--- src/rtl/mips_main_controller.sv ---
// Multicycle MIPS main control FSM.
// Steps fetch/decode/execute/memory/writeback and drives datapath controls.
module mips_main_controller #(
    parameter int OP_WIDTH    = 6,
    parameter int STATE_WIDTH = 4
) (
    input  logic                   CLK,
    input  logic                   RST,
    input  logic [OP_WIDTH-1:0]    Op,
    input  logic                   Zero,
    output logic                   IorD,
    output logic                   MemWrite,
    output logic                   IRWrite,
    output logic                   RegDst,
    output logic                   MemtoReg,
    output logic                   RegWrite,
    output logic                   ALUSrcA,
    output logic [1:0]             ALUSrcB,
    output logic [1:0]             ALUOp,
    output logic [1:0]             PCSrc,
    output logic                   s_notz,
    output logic                   PCEn,
    output logic [STATE_WIDTH-1:0] State
);

    typedef enum logic [3:0] {
        FETCH   = 4'd0,
        DECODE  = 4'd1,
        MEMADR  = 4'd2,
        MEMRD   = 4'd3,
        MEMWB   = 4'd4,
        MEMWR   = 4'd5,
        EXECUTE = 4'd6,
        ALUWB   = 4'd7,
        BRANCH  = 4'd8,
        IMMEX   = 4'd9,
        IMMWB   = 4'd10,
        JUMP    = 4'd11
    } state_t;

    localparam logic [OP_WIDTH-1:0] OP_LW   = OP_WIDTH'(6'b100011);
    localparam logic [OP_WIDTH-1:0] OP_SW   = OP_WIDTH'(6'b101011);
    localparam logic [OP_WIDTH-1:0] OP_RTYP = OP_WIDTH'(6'b000000);
    localparam logic [OP_WIDTH-1:0] OP_BEQ  = OP_WIDTH'(6'b000100);
    localparam logic [OP_WIDTH-1:0] OP_ADDI = OP_WIDTH'(6'b001000);
    localparam logic [OP_WIDTH-1:0] OP_ANDI = OP_WIDTH'(6'b001100);
    localparam logic [OP_WIDTH-1:0] OP_ORI  = OP_WIDTH'(6'b001101);
    localparam logic [OP_WIDTH-1:0] OP_J    = OP_WIDTH'(6'b000010);

    state_t state;
    state_t next;
    logic   run;

    logic is_mem;
    logic is_sw;
    logic is_rtyp;
    logic is_beq;
    logic is_imm;
    logic is_logic;
    logic is_j;

    logic ir_write;
    logic pc_write;
    logic reg_write;
    logic mem_write;
    logic branch;

    assign is_sw    = (Op == OP_SW);
    assign is_mem   = (Op == OP_LW) || is_sw;
    assign is_rtyp  = (Op == OP_RTYP);
    assign is_beq   = (Op == OP_BEQ);
    assign is_logic = (Op == OP_ANDI) || (Op == OP_ORI);
    assign is_imm   = (Op == OP_ADDI) || is_logic;
    assign is_j     = (Op == OP_J);

    always_ff @(posedge CLK or negedge RST) begin
        if (!RST) begin
            state <= FETCH;
            run   <= 1'b0;
        end else begin
            run   <= 1'b1;
            state <= run ? next : FETCH;
        end
    end

    always_comb begin
        next = FETCH;
        case (state)
            FETCH:   next = DECODE;
            DECODE: begin
                unique case (1'b1)
                    is_mem:  next = MEMADR;
                    is_rtyp: next = EXECUTE;
                    is_beq:  next = BRANCH;
                    is_imm:  next = IMMEX;
                    is_j:    next = JUMP;
                    default: next = FETCH;
                endcase
            end
            MEMADR:  next = is_sw ? MEMWR : MEMRD;
            MEMRD:   next = MEMWB;
            EXECUTE: next = ALUWB;
            IMMEX:   next = IMMWB;
            default: next = FETCH;
        endcase
    end

    always_comb begin
        IorD      = 1'b0;
        RegDst    = 1'b0;
        MemtoReg  = 1'b0;
        ALUSrcA   = 1'b0;
        ALUSrcB   = 2'b00;
        ALUOp     = 2'b00;
        PCSrc     = 2'b00;
        s_notz    = 1'b1;
        ir_write  = 1'b0;
        pc_write  = 1'b0;
        reg_write = 1'b0;
        mem_write = 1'b0;
        branch    = 1'b0;
        case (state)
            FETCH: begin
                ALUSrcB  = 2'b01;
                ir_write = 1'b1;
                pc_write = 1'b1;
            end
            DECODE:  ALUSrcB = 2'b11;
            MEMADR: begin
                ALUSrcA = 1'b1;
                ALUSrcB = 2'b10;
            end
            MEMRD:   IorD = 1'b1;
            MEMWB: begin
                MemtoReg  = 1'b1;
                reg_write = 1'b1;
            end
            MEMWR: begin
                IorD      = 1'b1;
                mem_write = 1'b1;
            end
            EXECUTE: begin
                ALUSrcA = 1'b1;
                ALUOp   = 2'b10;
            end
            ALUWB: begin
                RegDst    = 1'b1;
                reg_write = 1'b1;
            end
            BRANCH: begin
                ALUSrcA = 1'b1;
                ALUOp   = 2'b01;
                PCSrc   = 2'b01;
                branch  = 1'b1;
            end
            IMMEX: begin
                ALUSrcA = 1'b1;
                ALUSrcB = 2'b10;
                ALUOp   = is_logic ? 2'b11 : 2'b00;
                s_notz  = ~is_logic;
            end
            IMMWB: begin
                reg_write = 1'b1;
                s_notz    = ~is_logic;
            end
            JUMP: begin
                PCSrc    = 2'b10;
                pc_write = 1'b1;
            end
            default: ;
        endcase
    end

    // Strobes are gated by run so reset drops them without a clock.
    assign IRWrite  = ir_write & run;
    assign RegWrite = reg_write & run;
    assign MemWrite = mem_write & run;
    assign PCEn     = (pc_write | (branch & Zero)) & run;
    assign State    = STATE_WIDTH'(state);

endmodule

--- config.mk ---
export PLATFORM = sky130hd
export DESIGN_NAME = mips_main_controller
export DESIGN_NICKNAME = d
export VERILOG_FILES = /design/src/rtl/mips_main_controller.sv
export SDC_FILE = /design/constraint.sdc
export NUM_CORES = 1
export LEC_CHECK = 0
export ABC_AREA = 1
export CAP_MARGIN = 20
export CORE_MARGIN = 5
export CORE_UTILIZATION = 30
export CTS_CLUSTER_SIZE = 25
export DETAILED_ROUTE_END_ITERATION = 12
export GPL_TIMING_DRIVEN = 0
export PLACE_DENSITY = 0.68
export SLEW_MARGIN = 20
export SYNTH_ARGS = -nofsm -noshare
export SYNTH_HDL_FRONTEND = slang
export SYNTH_SLANG_ARGS = --single-unit
--- constraint.sdc ---
create_clock -name CLK -period 1.8 [get_ports CLK]
set_input_delay 0.54 -clock CLK [delete_from_list [all_inputs] [get_ports CLK]]
set_output_delay 0.54 -clock CLK [all_outputs]
set_load 0.005 [all_outputs]
== Word-level counts from Yosys, hierarchy flattened ==
Cells that the tools add are included.

* Muxes and demuxes: 18
* Reduce and logical (&&, ||, !) cells: 11
* Bitwise logic cells: 7
* Equality and inequality tests: 18

{| class="wikitable"
|+ Operators with widths
! operator !! count
|-
| 4-bit case mux with 6 select lines || 1
|-
| 4-bit case mux with 5 select lines || 1
|-
| 6-bit by 4-bit == test with 1-bit output (second input constant) || 3
|-
| 4-bit by 3-bit == test with 1-bit output (second input constant) || 4
|-
| 4-bit == test (second input constant) || 4
|-
| 6-bit == test (second input constant) || 2
|-
| 2-bit case mux with 3 select lines || 2
|-
| 1-bit two-way mux || 10
|-
| 4-bit by 2-bit == test with 1-bit output (second input constant) || 2
|-
| 2-bit OR reduction || 4
|-
| 6-bit by 2-bit == test with 1-bit output (second input constant) || 1
|-
| 6-bit by 3-bit == test with 1-bit output (second input constant) || 1
|-
| 6-bit logical NOT || 1
|-
| 1-bit AND || 5
|-
| 4-bit by 1-bit == test with 1-bit output (second input constant) || 1
|-
| 4-bit logical NOT || 1
|-
| 4-bit two-way mux || 1
|-
| 2-bit case mux with 2 select lines || 1
|-
| 4-bit OR reduction || 1
|-
| 1-bit logical OR || 3
|-
| 3-bit two-way mux || 1
|-
| 3-bit OR reduction || 1
|-
| 2-bit two-way mux || 1
|-
| 1-bit inverter || 1
|-
| 1-bit bitwise OR || 1
|}

* Register bits: 5
* Output and inout bits: 19
* Word-level logic and storage cells: 56
* Input port bits: 9

== Longest topological paths before layout ==
* Depth after elaboration: 6
* Gate-level depth with buffers: 10
* Gate-level depth less buffers: 9

== Least setup slack after synthesis ==
OpenSTA, ideal clock, no wires.

* Path type: reg2out
* Start point: register state[2] (netlist: State[2])
* End point: output PCEn
* Setup slack: 266 ps
* Required time: 1260 ps
* Cell stages (with the launch flop): 8
* Arrival: 994 ps
* Buffers on the path: 0
* Cells stage by stage: dfrtp_1 -> inv_2 -> nand2_2 -> inv_2 -> nand2_1 -> nor2_1 -> nand2_1 -> a21oi_1

* Cells in the longest elaborated chain, start to end: 5
* Elaborated cells between the ends (all ways): 9
* Those cells by class: 2 x eq/ne; 2 x mux; 3 x bitwise; 2 x reduce/logical

{| class="wikitable"
|+ RTL lines
! element !! line !! RTL
|-
| start, declared || 50 || <nowiki>state_t state;</nowiki>
|-
| start signal, assigned || 82 || <nowiki>state <= run ? next : FETCH;</nowiki>
|-
| 4-bit == test or 4-bit logical NOT (tied branches) || 122 || <nowiki>case (state)</nowiki>
|-
| 2-bit OR reduction (no line) or 1-bit two-way mux (tied branches) || -- ||
|-
| 1-bit two-way mux or 1-bit AND (tied branches) || 122, 178 ||
|-
| 1-bit bitwise OR (*) || 178 || <nowiki>assign PCEn = (pc_write | (branch & Zero)) & run;</nowiki>
|-
| 1-bit AND (*) || 178 ||
|-
| end, declared || 22 || <nowiki>output logic PCEn,</nowiki>
|}

Every way passes the cells marked *; elsewhere a longest branch is shown, timed or not.

== Final worst setup path ==
* Start point: register state[1] (netlist: State[1])
* End point: output PCEn

The elaborated chain is that of the path after synthesis.

==> flow_metrics.env <==
export IMPL_outcome="complete, but fails checks"
export IMPL_violations="negative setup slack"
export IMPL_ys_warn_count=0
export IMPL_std_cell_rows=16
export IMPL_cap_violations=0
export IMPL_fin_crit_ns=1.91
export IMPL_yosysSeqAreaShare=0.215
export IMPL_clockPowerShare=0.312
export IMPL_seqPwrFrac=0.293
export IMPL_switchingPower_uw=136
export IMPL_synthTopCellsByArea="dfrtp_1 (22%), nand2_1 (16%), nor2_1 (15%)"
export IMPL_clk_latency_ns=0.24
export IMPL_grt_usage=0.151
export IMPL_max_freq_mhz=524
export IMPL_fillers=147
export IMPL_end_kind="primary output"
export IMPL_cp_slowest_cell="dfrtp_2"
export IMPL_floorplan_initialDensity=0.306
export IMPL_diodes=0
export IMPL_syn_nets=116
export IMPL_setup_viol=11
export IMPL_synth_seq_cells=5
export IMPL_cts_buffer_depth=2
export IMPL_final_cells=188
export IMPL_syn_area_per_cell_um2=5.44
export IMPL_p_comb_frac=0.395
export IMPL_crit_type="reg2out"
export IMPL_ys_types=20
export IMPL_critPathTopFamily="flip-flops"
export IMPL_antenna_found_initial=0
export IMPL_final_nets=171
export IMPL_worstPathCellList="inv_2, buf_6, nand2_4, nor2_4, nand2_2, a21oi_2, buf_2"
export IMPL_io_pins=28
export IMPL_post_place_cells=161
export IMPL_portBuffers=27
export IMPL_hold_viol=0
export IMPL_ant_nets=0
export IMPL_cts_made_buffers=3
export IMPL_required_ns=1.26
export IMPL_rsz0062_at_grt="true"
export IMPL_worst_slack_ns=-0.107
export IMPL_routed_wl_mm=2.51
export IMPL_cp_startpoint="State[1]$_DFF_PN0_"
export IMPL_cpPeakStageDelay_ns=0.45
export IMPL_min_period_over_period=1.06
export IMPL_vdd_drop_max_uv=325
export IMPL_place_ws_ns=-0.777
export IMPL_root_buffer="clkbuf_4"
export IMPL_power_density_nw_per_um2=349
export IMPL_area_growth_pct=104
export IMPL_yosysTopAreaCellShare=0.215
export IMPL_switching_share=0.327
export IMPL_r2r_start="State[1]$_DFF_PN0_"
export IMPL_ctsHtreeMaxLevel=1
export IMPL_post_route_util=0.624
export IMPL_dieWidth_um=54.0
export IMPL_grt_remaining_overflow=0
export IMPL_wl_per_cell_um=13.4
export IMPL_drtIter0Drc=14
export IMPL_grt_pass1_wl_mm=3.21
export IMPL_synth_cell_area_um2=582
export IMPL_dp_hpwl_mm=1.37
export IMPL_cts_hold_buf=0
export IMPL_yosys_area_top_type="dfrtp_1"
export IMPL_intPower_uw=279
export IMPL_clock_sinks=5
export IMPL_vias=867
export IMPL_coreArea_um2=1900
export IMPL_cp_buffers_inverters=3
export IMPL_gp_congestion=0.794
export IMPL_syn_inst=107
export IMPL_cp_arrival_ns=1.37
export IMPL_first_pass_iters=4
export IMPL_worstSetupStartpointType="flop"
export IMPL_clk_pin_slew_worst_paths_ns=0.04
export IMPL_grt_max_degree=8
export IMPL_crit_fanout=5
export IMPL_min_path_type="in2async"
export IMPL_vias_per_cell=4.61
export IMPL_remaining_drc_errors=0
export IMPL_leakagePower_uw=0.000661
export IMPL_cts_tree="yes"
export IMPL_drive_above_1_share=0.528
export IMPL_grt_pass1_vias=775
export IMPL_die_y_um=54.0
export IMPL_dieArea_um2=2920
export IMPL_fin_skew_ns=0.00116
export IMPL_drv_slew=0
## sequential cells by signal, indices dropped and copies added (netlist names)
| signal | cells |
|---|---|
| State | 4 |
| run | 1 |
## kinds of logic (layout without fill, tap and decap cells)
kind of cell           count (synthesis)  after routing  synth area share
DFF                                    5              5             0.215
and+or+nand+nor                       67             67             0.516
buffers and inverters                 26             80             0.181
other                                  1              1           0.00645
AOI/OAI and AO/OA                      8              8            0.0817
## cell usage in the layout, fill, tap and decap left out
cell             Yosys  routed
nand2_2              3       4
clkbuf_2             0       4
nand3_1              9       7
dlygate4sd2_1        0       2
a21o_1               1       1
a21oi_4              0       1
nand3b_1             1       1
buf_8                0       1
nand2_4              1       6
buf_6                1       9
dfrtp_2              0       1
o22ai_2              0       1
buf_4                0      18
dfrtp_1              5       4
nor2_4               1       6
nor2_1              24      20
nand2_8              0       1
clkbuf_1             0       1
nand4_1              1       1
inv_4                0       3
conb_1               1       1
inv_1               21      14
clkdlybuf4s15_2      0       1
inv_2                4       7
a21oi_2              1       4
nand3_4              0       1
nand3_2              1       2
nand2_1             25      18
o21ai_0              1       1
buf_2                0      11
clkbuf_4             0       3
inv_6                0       1
clkdlybuf4s50_1      0       5
## layout make-up
| class | count | area [um2] | share of cell area |
|---|---|---|---|
| Multi-Input combinational cell | 76 | 489 | 0.412 |
| Sequential cell | 5 | 126 | 0.106 |
| Inverter | 25 | 106 | 0.0896 |
| Tap cell | 27 | 33.8 | 0.0285 |
| Clock buffer | 4 | 26.3 | 0.0221 |
| Timing Repair Buffer | 50 | 394 | 0.332 |
| Buffer | 1 | 11.3 | 0.00948 |
## routing by layer
| layer | GRT usage | up-vias | part of all wire | routed length (um) |
|---|---|---|---|---|
| met5 | 0 | - | 0 | 0 |
| li1 | - | 429 | - | - |
| met3 | 0.0166 | 4 | 0.063 | 158 |
| met2 | 0.300 | 36 | 0.53 | 1320 |
| met1 | 0.145 | 398 | 0.39 | 984 |
| met4 | 0.0871 | 0 | 0.018 | 44 |
## final timing paths
path	slack (ns)	cells past startpoint	end
worst max-delay path	-0.11	7	PCEn
worst min-delay path	0.52	1	State[3]$_DFF_PN0_
worst max register to register	0.46	8	State[1]$_DFF_PN0_
worst min register to register	0.52	2	State[0]$_DFF_PN0_
max in group asynchronous	1.07	1	State[1]$_DFF_PN0_
min in group CLK	0.52	2	State[0]$_DFF_PN0_
## repair_timing
| action | 4_1_cts | 5_1_grt |
|---|---|---|
| endpoints found under the setup margin | 16 | 14 |
| buffers inserted | 12 | 11 |
| pin swaps | 8 | 12 |
| resized for setup | 95 | 37 |
## stage by stage
step                total power (uW)  instance area, um2  hold slack (ns)  setup TNS (ns)
global route                     438                1190            0.527           -1.16
floorplan                        185                 582            0.244               0
detailed placement               243                 886            0.514           -3.77
finish                           414                1190            0.517          -0.484
global placement                 242                 886            0.516           -3.67
CTS                              389                1030            0.522          -0.480
## power groups by stage
stage	registers [uW]	clock network, uW	logic, uW
final	121	129	164
after global placement	123	0	119
after floorplan	123	0	61.6
after CTS	122	133	134
after global routing	122	138	178
after detailed placement	123	0	120
## cells in the mapped netlist
master / number
nand3_2: 1
nand2_1: 25
nor2_1: 24
inv_1: 21
nand3b_1: 1
buf_6: 1
nand4_1: 1
o22ai_1: 1
conb_1: 1
inv_2: 4
a21oi_1: 4
a21oi_2: 1
a21o_1: 1
dfrtp_1: 5
nand2_4: 1
nor2_4: 1
nand3_1: 9
o21ai_0: 1
nand2_2: 3
nor2_2: 1
(Power assumes the default switching activity.)
==> RTL edit (config.mk and constraints unchanged) <==
Put a register stage on the output `PCSrc`, cleared by the reset. The value now appears one clock later. The other outputs are not delayed to match.
--- a/src/rtl/mips_main_controller.sv
+++ b/src/rtl/mips_main_controller.sv
@@ -46,6 +46,8 @@
     localparam logic [OP_WIDTH-1:0] OP_ANDI = OP_WIDTH'(6'b001100);
     localparam logic [OP_WIDTH-1:0] OP_ORI  = OP_WIDTH'(6'b001101);
     localparam logic [OP_WIDTH-1:0] OP_J    = OP_WIDTH'(6'b000010);
+
+    logic [1:0] PCSrc_d;
 
     state_t state;
     state_t next;
@@ -112,7 +114,7 @@
         ALUSrcA   = 1'b0;
         ALUSrcB   = 2'b00;
         ALUOp     = 2'b00;
-        PCSrc     = 2'b00;
+        PCSrc_d   = 2'b00;
         s_notz    = 1'b1;
         ir_write  = 1'b0;
         pc_write  = 1'b0;
@@ -150,7 +152,7 @@
             BRANCH: begin
                 ALUSrcA = 1'b1;
                 ALUOp   = 2'b01;
-                PCSrc   = 2'b01;
+                PCSrc_d = 2'b01;
                 branch  = 1'b1;
             end
             IMMEX: begin
@@ -164,7 +166,7 @@
                 s_notz    = ~is_logic;
             end
             JUMP: begin
-                PCSrc    = 2'b10;
+                PCSrc_d  = 2'b10;
                 pc_write = 1'b1;
             end
             default: ;
@@ -178,5 +180,13 @@
     assign PCEn     = (pc_write | (branch & Zero)) & run;
     assign State    = STATE_WIDTH'(state);
 
+    always_ff @(posedge CLK or negedge RST) begin
+        if (!RST) begin
+            PCSrc <= '0;
+        end else begin
+            PCSrc <= PCSrc_d;
+        end
+    end
+
 endmodule
 
Check against the original RTL: not equivalent (Yosys sat finds a counterexample within 4 cycles, from zero or initial values and one cycle with RST low).
==> RTL edit against the original RTL <==
  * The flow still finishes with violations (negative setup slack)
  * Clock skew up 13 ps
  * First-iteration DRC count grew 140%
  * Setup slack worse by 81 ps
  * Global-route usage increased by 1.7 points
  * Core utilization rose by 7.6 points
  * Routed wire length rose by 13%
  * Synthesized area rose by 7.3%
  * Sequential cell count up 2
  * Critical path depth decreased by 1
  * Fmax is 4.1% lower
  * Power grew 24%
  * Design area rose by 17%
  * Count of clock-buffer cells in the layout did not move
==> RTL edit: results (changes against the original RTL) <==
Status
  – Status: finished with violations
  – Failing checks: negative setup slack

Critical path
  – R2r setup slk: 380 ps (-80 ps)
  – Worst reg2reg path depth: 8 (unchanged)
  – Critical path peak fanout: 4 (-1)
  – Critical R2R Launch: State[0]
  – Crit path DAT: 1450 ps (+80 ps)
  – End of the worst register-to-register path: State[1]

Synth
  – Synth area leaders: dfrtp_1 (28%), nor2_1 (14%), nand2_1 (8.4%)
  – Ys Warns: 0 (unchanged)
  – Post-synth top cells: nor2_1 (23), nand2_1 (14), inv_1 (10), nand3_1 (10)
  – Syn_area_per_cell: 6.31 um^2 (+16%)
  – Post-synthesis sequential area ratio: 28.1% (+6.6 points)
  – Syn Nets: 108 (-6.9%)
  – Synth unique cells: 22 (+10%)

Timing
  – Setup Skew: 13.8 ps (+12.6 ps)
  – Final setup fails: 10 (-1)
  – Final worst slack: -189 ps (-81.3 ps)

Global routing
  – First-pass GRT wire length: 4080 um (+27%)
  – Largest net degree at the start of global routing: 8 (unchanged)
  – Total Routing Usage GR: 16.8% (+1.7 points)
  – Vias in the first global route: 904 (+17%)

Placement
  – Dpl cells: 153 (-5.0%)
  – Pre-CTS WS: -774 ps (+2.75 ps)
  – DPL Wire Length: 1460 um (+6.4%)
  – Placer Congestion: 0.831 (+4.7%)

Drt
  – Vias post-DR: 968 (+12%)
  – Post-Route WL: 2830 um (+13%)
  – DR vias/cell: 4.94 (+7.1%)
  – Initial DRC count: 33 (+19)

Pwr
  – Static Leak: 0.733 nW (+11%)
  – P_comb: 195 uW (+19%)
  – Switching power: 172 uW (+27%)
  – Max VDD drop: 545 uV (+68%)
  – Seq power: 168 uW (+39%)

Layout
  – Ant diodes: 0 (unchanged)
  – Layout cell share with drive strength beyond 1: 62.7% (+9.9 points)
  – Fill cells: 139 (-5.4%)
  – Final net count: 179 (+4.7%)

Hold path
  – Hold depth: 2
  – Worst Hold Class: register to register

Clock tree
  – Worst-Skew Late Latency: 270 ps (+30 ps)
  – Reg clk slew, reported paths: 60 ps (+20 ps)
## RTL edit: through the flow
stage	area, um^2	setup TNS, ps	hold WS (ps)	total power, mW
2_1_floorplan	624	0	244	0.229
3_3_place_gp	928	-3640	509	0.291
3_5_place_dp	928	-3770	509	0.292
4_1_cts	1290	-559	516	0.487
5_1_grt	1390	-1820	524	0.543
6_report	1390	-1070	509	0.513
## RTL edit: cells by family (layout without fill, tap and decap cells)
group | after synthesis | in the layout | synth area share [%]
xor gates and xnor gates | 1 | 1 | 1.40
and+or+nand+nor | 63 | 63 | 49.1
other | 1 | 1 | 0.601
buffers and inverters | 17 | 87 | 10.2
DFF | 7 | 7 | 28.1
AOI/OAI and AO/OA | 10 | 10 | 10.6
## RTL edit: worst max-delay path by stage
stage / from / end / slack [ps] / cells after the start
floorplan: Op[4] / s_notz / 290 / 3
global placement: Op[4] / ALUOp[0] / -770 / 5
detailed placement: Op[4] / ALUOp[0] / -770 / 5
CTS: State[2] / ALUSrcB[1] / -160 / 6
global route: State[2] / PCEn / -240 / 7
finish: State[2] / IRWrite / -190 / 6
## RTL edit: layout make-up
type,count,share of cell area [%]
multi-input combinational,75,39.6
sequential,7,12.9
clock buffer,4,1.89
tap,27,2.43
timing repair buffer,66,37.7
inverter,17,5.50
## RTL edit: worst min-delay path, stage by stage (launching register included)
cell	delay [ps]
dfrtp_1	390
nand2_1	70
inv_1	40
## RTL edit: routing by layer
metal	GRT usage (%)	part of all wire, %
met1	18.2	39
met2	30.4	53
met3	5.57	4.9
met4	5.21	2.2
met5	0	0
## RTL edit: repair_timing
item,in CTS,in global routing
pin swaps,18,9
gates resized for setup,113,18
buffers inserted,31,8
endpoints found under the setup margin,14,13
cloned,0,0
